==> src/rtl/bram_arbiter.sv <==
// Two-client round-robin arbiter in front of a dual-port BRAM, with a
// sweep engine that overwrites every word with CLEAR_VALUE on request.
module bram_arbiter #(
    parameter int               WIDTH       = 16,
    parameter int               DEPTH       = 32,
    parameter logic [WIDTH-1:0] CLEAR_VALUE = '0,
    localparam int              AW          = $clog2(DEPTH)
) (
    input  logic             clk,
    input  logic             reset,
    input  logic             clear_start,
    output logic             clear_busy,
    output logic             clear_done,
    input  logic             a_req,
    input  logic             a_we,
    input  logic [AW-1:0]    a_addr,
    input  logic [WIDTH-1:0] a_wdata,
    output logic             a_gnt,
    output logic             a_rvalid,
    output logic [WIDTH-1:0] a_rdata,
    input  logic             b_req,
    input  logic             b_we,
    input  logic [AW-1:0]    b_addr,
    input  logic [WIDTH-1:0] b_wdata,
    output logic             b_gnt,
    output logic             b_rvalid,
    output logic [WIDTH-1:0] b_rdata,
    output logic             mem_write_enable,
    output logic [AW-1:0]    mem_addr_write,
    output logic [AW-1:0]    mem_addr_read,
    output logic [WIDTH-1:0] mem_data_in,
    input  logic [WIDTH-1:0] mem_data_out
);

    typedef enum logic {IDLE, CLEAR} state_t;

    localparam logic [AW-1:0] LAST_ADDR = AW'(DEPTH - 1);

    state_t          state_q;
    logic [AW-1:0]   sweep_q;
    logic [AW-1:0]   raddr_q;
    logic [AW-1:0]   raddr_d;
    logic            prio_q;
    logic            done_q;
    logic            a_rvalid_q;
    logic            b_rvalid_q;
    logic            idle;

    // prio_q = 0 favours A on contention, 1 favours B.
    always_comb begin
        idle  = (state_q == IDLE) && !reset;
        a_gnt = idle && a_req && (!b_req || !prio_q);
        b_gnt = idle && b_req && (!a_req || prio_q);

        mem_write_enable = 1'b0;
        mem_addr_write   = sweep_q;
        mem_data_in      = CLEAR_VALUE;
        raddr_d          = raddr_q;

        if (state_q == CLEAR) begin
            mem_write_enable = !reset;
        end else if (a_gnt) begin
            if (a_we) begin
                mem_write_enable = 1'b1;
                mem_addr_write   = a_addr;
                mem_data_in      = a_wdata;
            end else begin
                raddr_d = a_addr;
            end
        end else if (b_gnt) begin
            if (b_we) begin
                mem_write_enable = 1'b1;
                mem_addr_write   = b_addr;
                mem_data_in      = b_wdata;
            end else begin
                raddr_d = b_addr;
            end
        end

        mem_addr_read = reset ? '0 : raddr_d;
    end

    always_ff @(posedge clk) begin
        if (reset) begin
            state_q    <= IDLE;
            sweep_q    <= '0;
            raddr_q    <= '0;
            prio_q     <= 1'b0;
            done_q     <= 1'b0;
            a_rvalid_q <= 1'b0;
            b_rvalid_q <= 1'b0;
        end else begin
            raddr_q    <= raddr_d;
            a_rvalid_q <= a_gnt && !a_we;
            b_rvalid_q <= b_gnt && !b_we;
            done_q     <= 1'b0;
            case (state_q)
                IDLE: begin
                    if (a_gnt) begin
                        prio_q <= 1'b1;
                    end else if (b_gnt) begin
                        prio_q <= 1'b0;
                    end
                    if (clear_start) begin
                        state_q <= CLEAR;
                        sweep_q <= '0;
                    end
                end
                CLEAR: begin
                    if (sweep_q == LAST_ADDR) begin
                        state_q <= IDLE;
                        sweep_q <= '0;
                        done_q  <= 1'b1;
                    end else begin
                        sweep_q <= sweep_q + 1'b1;
                    end
                end
                default: state_q <= IDLE;
            endcase
        end
    end

    assign clear_busy = (state_q == CLEAR);
    assign clear_done = done_q;
    assign a_rvalid   = a_rvalid_q;
    assign b_rvalid   = b_rvalid_q;
    assign a_rdata    = mem_data_out;
    assign b_rdata    = mem_data_out;

endmodule

==> config.mk <==
export PLATFORM = sky130hd
export DESIGN_NAME = bram_arbiter
export DESIGN_NICKNAME = d
export VERILOG_FILES = /design/src/rtl/bram_arbiter.sv
export SDC_FILE = /design/constraint.sdc
export NUM_CORES = 1
export LEC_CHECK = 0
export BUFFER_PORTS_ARGS = -buffer_cell sky130_fd_sc_hd__buf_4
export CORE_AREA = 5 5 64 66
export DETAILED_ROUTE_END_ITERATION = 8
export DIE_AREA = 0 0 69 71
export PLACE_DENSITY = 0.83
export SLEW_MARGIN = 20
export SYNTH_ARGS = -nofsm -noshare
export SYNTH_HDL_FRONTEND = slang
export SYNTH_SLANG_ARGS = --single-unit
export TNS_END_PERCENT = 5
==> constraint.sdc <==
create_clock -name clk -period 3.8 [get_ports clk]
set_input_delay 0.76 -clock clk [delete_from_list [all_inputs] [get_ports clk]]
set_output_delay 0.76 -clock clk [all_outputs]
set_load 0.03 [all_outputs]
# After elaboration in Yosys (flattened, before gate mapping)
# Index checks and enable logic that the tools add are counted.
dict set report totals {
  ff_bits 15
  input_bits 65
  output_inout_bits 65
  word_cells 59
}
dict set report classes {
  add_sub_neg 1
  eq_ne 2
  n_mux 30
  bitwise 1
  n_reduce_logical 18
}
# op count
set op_table {}
lappend op_table {{16-bit 2-to-1 mux} 5}
lappend op_table {{5-bit 2-to-1 mux} 13}
lappend op_table {{1-bit 2-to-1 mux} 10}
lappend op_table {{5-bit one-hot mux with 2 select lines} 1}
lappend op_table {{1-bit logical AND} 7}
lappend op_table {{1-bit zero test} 6}
lappend op_table {{5-bit by 1-bit adder with 5-bit output, second input constant} 1}
lappend op_table {{5-bit == test, second input constant} 1}
lappend op_table {{1-bit logical OR} 2}
lappend op_table {{2-bit != test, second input constant} 1}
lappend op_table {{1-bit one-hot mux with 2 select lines} 1}
lappend op_table {{2-bit AND reduction} 1}
lappend op_table {{2-bit nonzero test} 1}
lappend op_table {{2-bit OR reduction} 1}
lappend op_table {{1-bit inverter} 1}

# Depth between registers and ports, before layout
dict set report logic_depth {
  ltp_word 8
  ltp_mapped 7
  depth_no_buf 7
}

# Worst setup path after synthesis
# No wires, ideal clock.
dict set report synth_path {
  path_kind {input to output}
  from {input port a_req}
  to {output port mem_addr_read[0]}
  arrival_time_ps 2537
  required_time_ps 3040
  slack_ps 503
  path_stages 4
  path_cell_list {a21bo_4 -> nor3_1 -> a21oi_1 -> o2bb2ai_1}
}
# item line
set synth_rtl {}
lappend synth_rtl {{from (decl)} 14} ;# input logic a_req,
lappend synth_rtl {{1-bit logical AND (2 in series)} 52} ;# a_gnt = idle && a_req && (!b_req || !prio_q);
lappend synth_rtl {{net a_gnt} 18} ;# output logic a_gnt,
lappend synth_rtl {{5-bit 2-to-1 mux} 62} ;# end else if (a_gnt) begin
lappend synth_rtl {{5-bit 2-to-1 mux} 60} ;# if (state_q == CLEAR) begin
lappend synth_rtl {{5-bit 2-to-1 mux} --}
lappend synth_rtl {{to (decl)} 30} ;# output logic [AW-1:0] mem_addr_read,
# The timed path passes the listed nets, and every way through them passes these cells.

# Worst setup path in the final report
dict set report layout_path {
  from {input port reset}
  to {output port mem_addr_write[0]}
}
dict set report layout_between {
  elab_chain_cells 7
}
# item line
set layout_lines {}
lappend layout_lines {{from (decl)} 10} ;# input logic reset,
lappend layout_lines {{1-bit zero test (*)} 51} ;# idle = (state_q == IDLE) && !reset;
lappend layout_lines {{1-bit logical AND (*)} 51}
lappend layout_lines {{1-bit logical AND (2 in series)} 53} ;# b_gnt = idle && b_req && (!a_req || prio_q);
lappend layout_lines {{5-bit 2-to-1 mux} 70} ;# end else if (b_gnt) begin
lappend layout_lines {{5-bit 2-to-1 mux (*)} 62}
lappend layout_lines {{5-bit 2-to-1 mux (*)} 60}
lappend layout_lines {{to (decl)} 29} ;# output logic [AW-1:0] mem_addr_write,
# Mark *: on every way between the ends. The rest lies on a longest branch, timed or not.

==> results list <==
- Root cell of the clock tree: sky130_fd_sc_hd__clkbuf_4
- The post-synthesis compound-gate area fraction was 0.340.
- Remaining number of nets flagged by the antenna check after routing: 0
- 0 antenna diodes ended up in the layout.
- Max Freq: 318 MHz
- Launch point of the worst reg-to-reg path: clear_busy
* Setup crit start kind: input pin
- Max incr delay on CP: 0.42 ns
- At the later pin of the worst-skew pair, clock insertion delay measures 0.28 ns.
- The final number of max-transition violations was 0.
* Worst slew pin tran: 0.708 ns
* Proportion of total power due to net switching: 0.343
- In this run, synthesis produced a sequential element count of 15.
* Iteration count of the initial detailed-routing pass: 4
- Library cell contributing the largest single delay on the critical path: sky130_fd_sc_hd__o2111a_1
* Number of primary I/O pins: 130
- For this block, the initial DRC count from the detailed router was 36.
- Setup repair after global routing left no endpoint under its margin.
- Worst min path class: flip-flop to flip-flop
* Pwr/cell area: 256 nW/µm²
- After synthesis, the largest family of logic cells by area is compound AO/OA/AOI/OAI gates.
- Counting instances, the worst hold path has a depth of 1.
- In the finished design, the share of the clock period the worst path needs comes to 0.827.
- Layout-stage area growth over the synthesis result: 34.6%
- DRC Markers: 0
* Initial Utilization: 0.358
- Routed wire per std cell: 15.2 µm
* Most frequent cells in the layout: sky130_fd_sc_hd__buf_4, sky130_fd_sc_hd__a22o_1, sky130_fd_sc_hd__dfxtp_1
* Number of synthesis warnings: 0
* Nets@finish: 266
- Leakage power: 0.859 nW
- Wires add up to 3730 µm.
- Number of enable-type register cells in the synthesized netlist: 0
- Endpoints failing setup: 0
- The cell that appears most often on the critical path is sky130_fd_sc_hd__buf_4.
* CTS tree: built
- In the final layout, the share of cells above drive strength 1 is 0.480.
- Max-Slew Margin vs Limit: 0.525
* Number of H-tree branching levels: 1
* Clock buffer count from CTS: 3
- For this run, the share of the core covered by cells in the final layout is 0.482.
- Entering global routing, the biggest net connects 15 pins.
* Share of synthesized area occupied by flip-flops and latches: 0.238
* Predominant post-synthesis flop cell: sky130_fd_sc_hd__dfxtp_1
* Internal power summed over all cells: 285 µW
* Dpl hpwl: 3060 µm
- Series of cell instances along the critical path: buf_4 -> nor2_1 -> o2111a_1 -> buf_4 -> nor2_1 -> a21o_1 -> buf_4
* Final sum of negative setup slack: 0 ns
* Port buffer count: 81
- Via count normalized by instance count: 5.07
* Area of the core: 3520 µm²
- The worst setup path is captured at an output pin.
- Across the routed clock network, the largest skew measured is 0.000630 ns.
- The library cell used most frequently in the layout, excluding fill and tap cells, is sky130_fd_sc_hd__buf_4.
* Number of resized instances in the post-cts repair step: 0
- Across every metal layer, demand over resource in global routing totals 0.145.
- Worst setup path start: reset
- The count of endpoints failing hold in the final timing report is 0.
* Combinational share of power: 0.385
- Post-CTS timing repair inserted 0 buffers for setup.
- Horiz. Die Dim: 69 µm
- The first global-routing pass estimated 5970 µm of wire.
- Share of flip-flops with an asynchronous set or reset: 0
- Of the total power, the clock network draws 0.218.
- Count of buffering cells on the critical path with inverters included: 3
- At the worst endpoint, the arrival time is 2.38 ns.
* Capture endpoint of the worst hold path: raddr_q[0]
- Setup slack of the most critical reg-to-reg path: 1.99 ns
* Total gr overflow: 0
- Largest voltage drop on the vdd net: 0.158 mV
- Of the post-synthesis cell area, the part taken by muxes is 0.0446.
- Unique cell type count in the Yosys netlist: 29
* Critical Setup Path Class: input pin to output pin
* Crit path time final: 3.14 ns
* Synthesized-area fraction occupied by xor and xnor cells: 0
- The routed layout has 1247 vias.
- Max-Cap Viols: 0
- Start point of the worst hold path: raddr_q[0]
- Register-to-Register Path Depth: 4
* Cell area after synthesis: 1260 µm²
- The worst register-to-register path ends at raddr_q[1].
- Switching power: 149 µW
- Cell family contributing the most delay on the critical path: compound AO/OA/AOI/OAI gates
- The number of hold buffers added after CTS was 0.
- Post-synthesis simple-gate area fraction: 0.120
- Synthesized instance count: 149
- The die covers 4900 µm².
* Highest net fanout along the worst path: 12
* Per-instance average area after synthesis: 8.46 µm²
- The via count of the first global-routing pass is 1239.
- Worst Path Required: 3.04 ns
- Clock-pin slew was measured on the worst setup and hold paths at 0.09 ns.
* Synthesized netlist net count: 216
- The share of total power dissipated in sequential elements is 0.398.
- Initial antenna violation count: 0
- Result of the run: complete, no violations
- In this run the deepest clock path goes through 2 buffers.
- Adder and majority cell fraction of the synthesized area: 0.0198
* Row count: 22
- The congestion estimate from routability-driven global placement came to 0.846.
* Sinks on Clock Net: 15
* Die H: 71 µm
## cell usage after synthesis, drive strengths merged (2+ instances only)
master / count / area [µm²]
a21o: 5 / 37.5
a21oi: 12 / 60.1
a22o: 21 / 184
and3: 2 / 12.5
buf: 39 / 284
dfxtp: 15 / 300
ha: 2 / 25.0
inv: 3 / 11.3
mux2: 5 / 56.3
nand2: 2 / 7.51
nand2b: 2 / 12.5
nor2: 10 / 37.5
nor3b: 3 / 22.5
o21ai: 11 / 55.1
o2bb2ai: 5 / 43.8
## stage by stage
| step | total power [mW] | instance area, µm² | std cells | setup WS (ns) | hold WS [ns] |
|---|---|---|---|---|---|
| after floorplan | 0.327 | 1260 | 149 | 0.503 | 0.472 |
| after global placement | 0.342 | 1670 | 242 | 0.732 | 0.476 |
| after detailed placement | 0.343 | 1670 | 242 | 0.668 | 0.476 |
| after CTS | 0.434 | 1700 | 246 | 0.667 | 0.499 |
| after global routing | 0.455 | 1700 | 246 | 0.517 | 0.527 |
| final | 0.434 | 1700 | 246 | 0.657 | 0.500 |
## metal layers
metal / up-vias / GRT usage / wire [µm]
met5: - / 0 / 0
met4: 0 / 0.0456 / 30
met3: 8 / 0.0540 / 334
met2: 55 / 0.238 / 1790
met1: 564 / 0.174 / 1570
li1: 620 / - / -
## worst max path at each step
stage                                    to  slack [ns]  cells past startpoint
final                     mem_addr_write[0]        0.66                      7
after detailed placement  mem_addr_write[0]        0.67                      6
after global placement    mem_addr_write[4]        0.73                      6
after floorplan            mem_addr_read[0]        0.50                      4
after global routing      mem_addr_write[3]        0.52                      6
after CTS                 mem_addr_write[0]        0.67                      6
## logic make-up (layout without fill, tap and decap cells)
family / count (synthesis) / after routing
multiplexers: 5 / 5
AO/OA/AOI/OAI: 59 / 59
AND/OR/NAND/NOR: 25 / 25
buffers and inverters: 43 / 92
flip-flops: 15 / 15
adder cells (fa/ha/maj): 2 / 2
## layout make-up
class / count / area (µm²)
sequential: 15 / 300
timing repair buffer: 85 / 638
fill: 363 / 1830
tap: 48 / 60.1
inverter: 3 / 11.3
multi-input combinational: 91 / 662
clock buffer: 4 / 26.3
## sequential cells by signal (all words and copies together), names as in the netlist
signal and cells:
clear_busy 1, raddr_q 5, prio_q 1, sweep_q 5
a_rvalid 1, b_rvalid 1, clear_done 1
## power groups by stage
stage          Sequential [mW]  Clock [mW]  Combinational, mW
2_1_floorplan            0.176           0              0.151
3_3_place_gp             0.176           0              0.166
3_5_place_dp             0.176           0              0.167
4_1_cts                  0.172      0.0943              0.168
5_1_grt                  0.174       0.102              0.179
6_report                 0.173      0.0944              0.167
No activity file was read; power rests on OpenSTA's default activity.
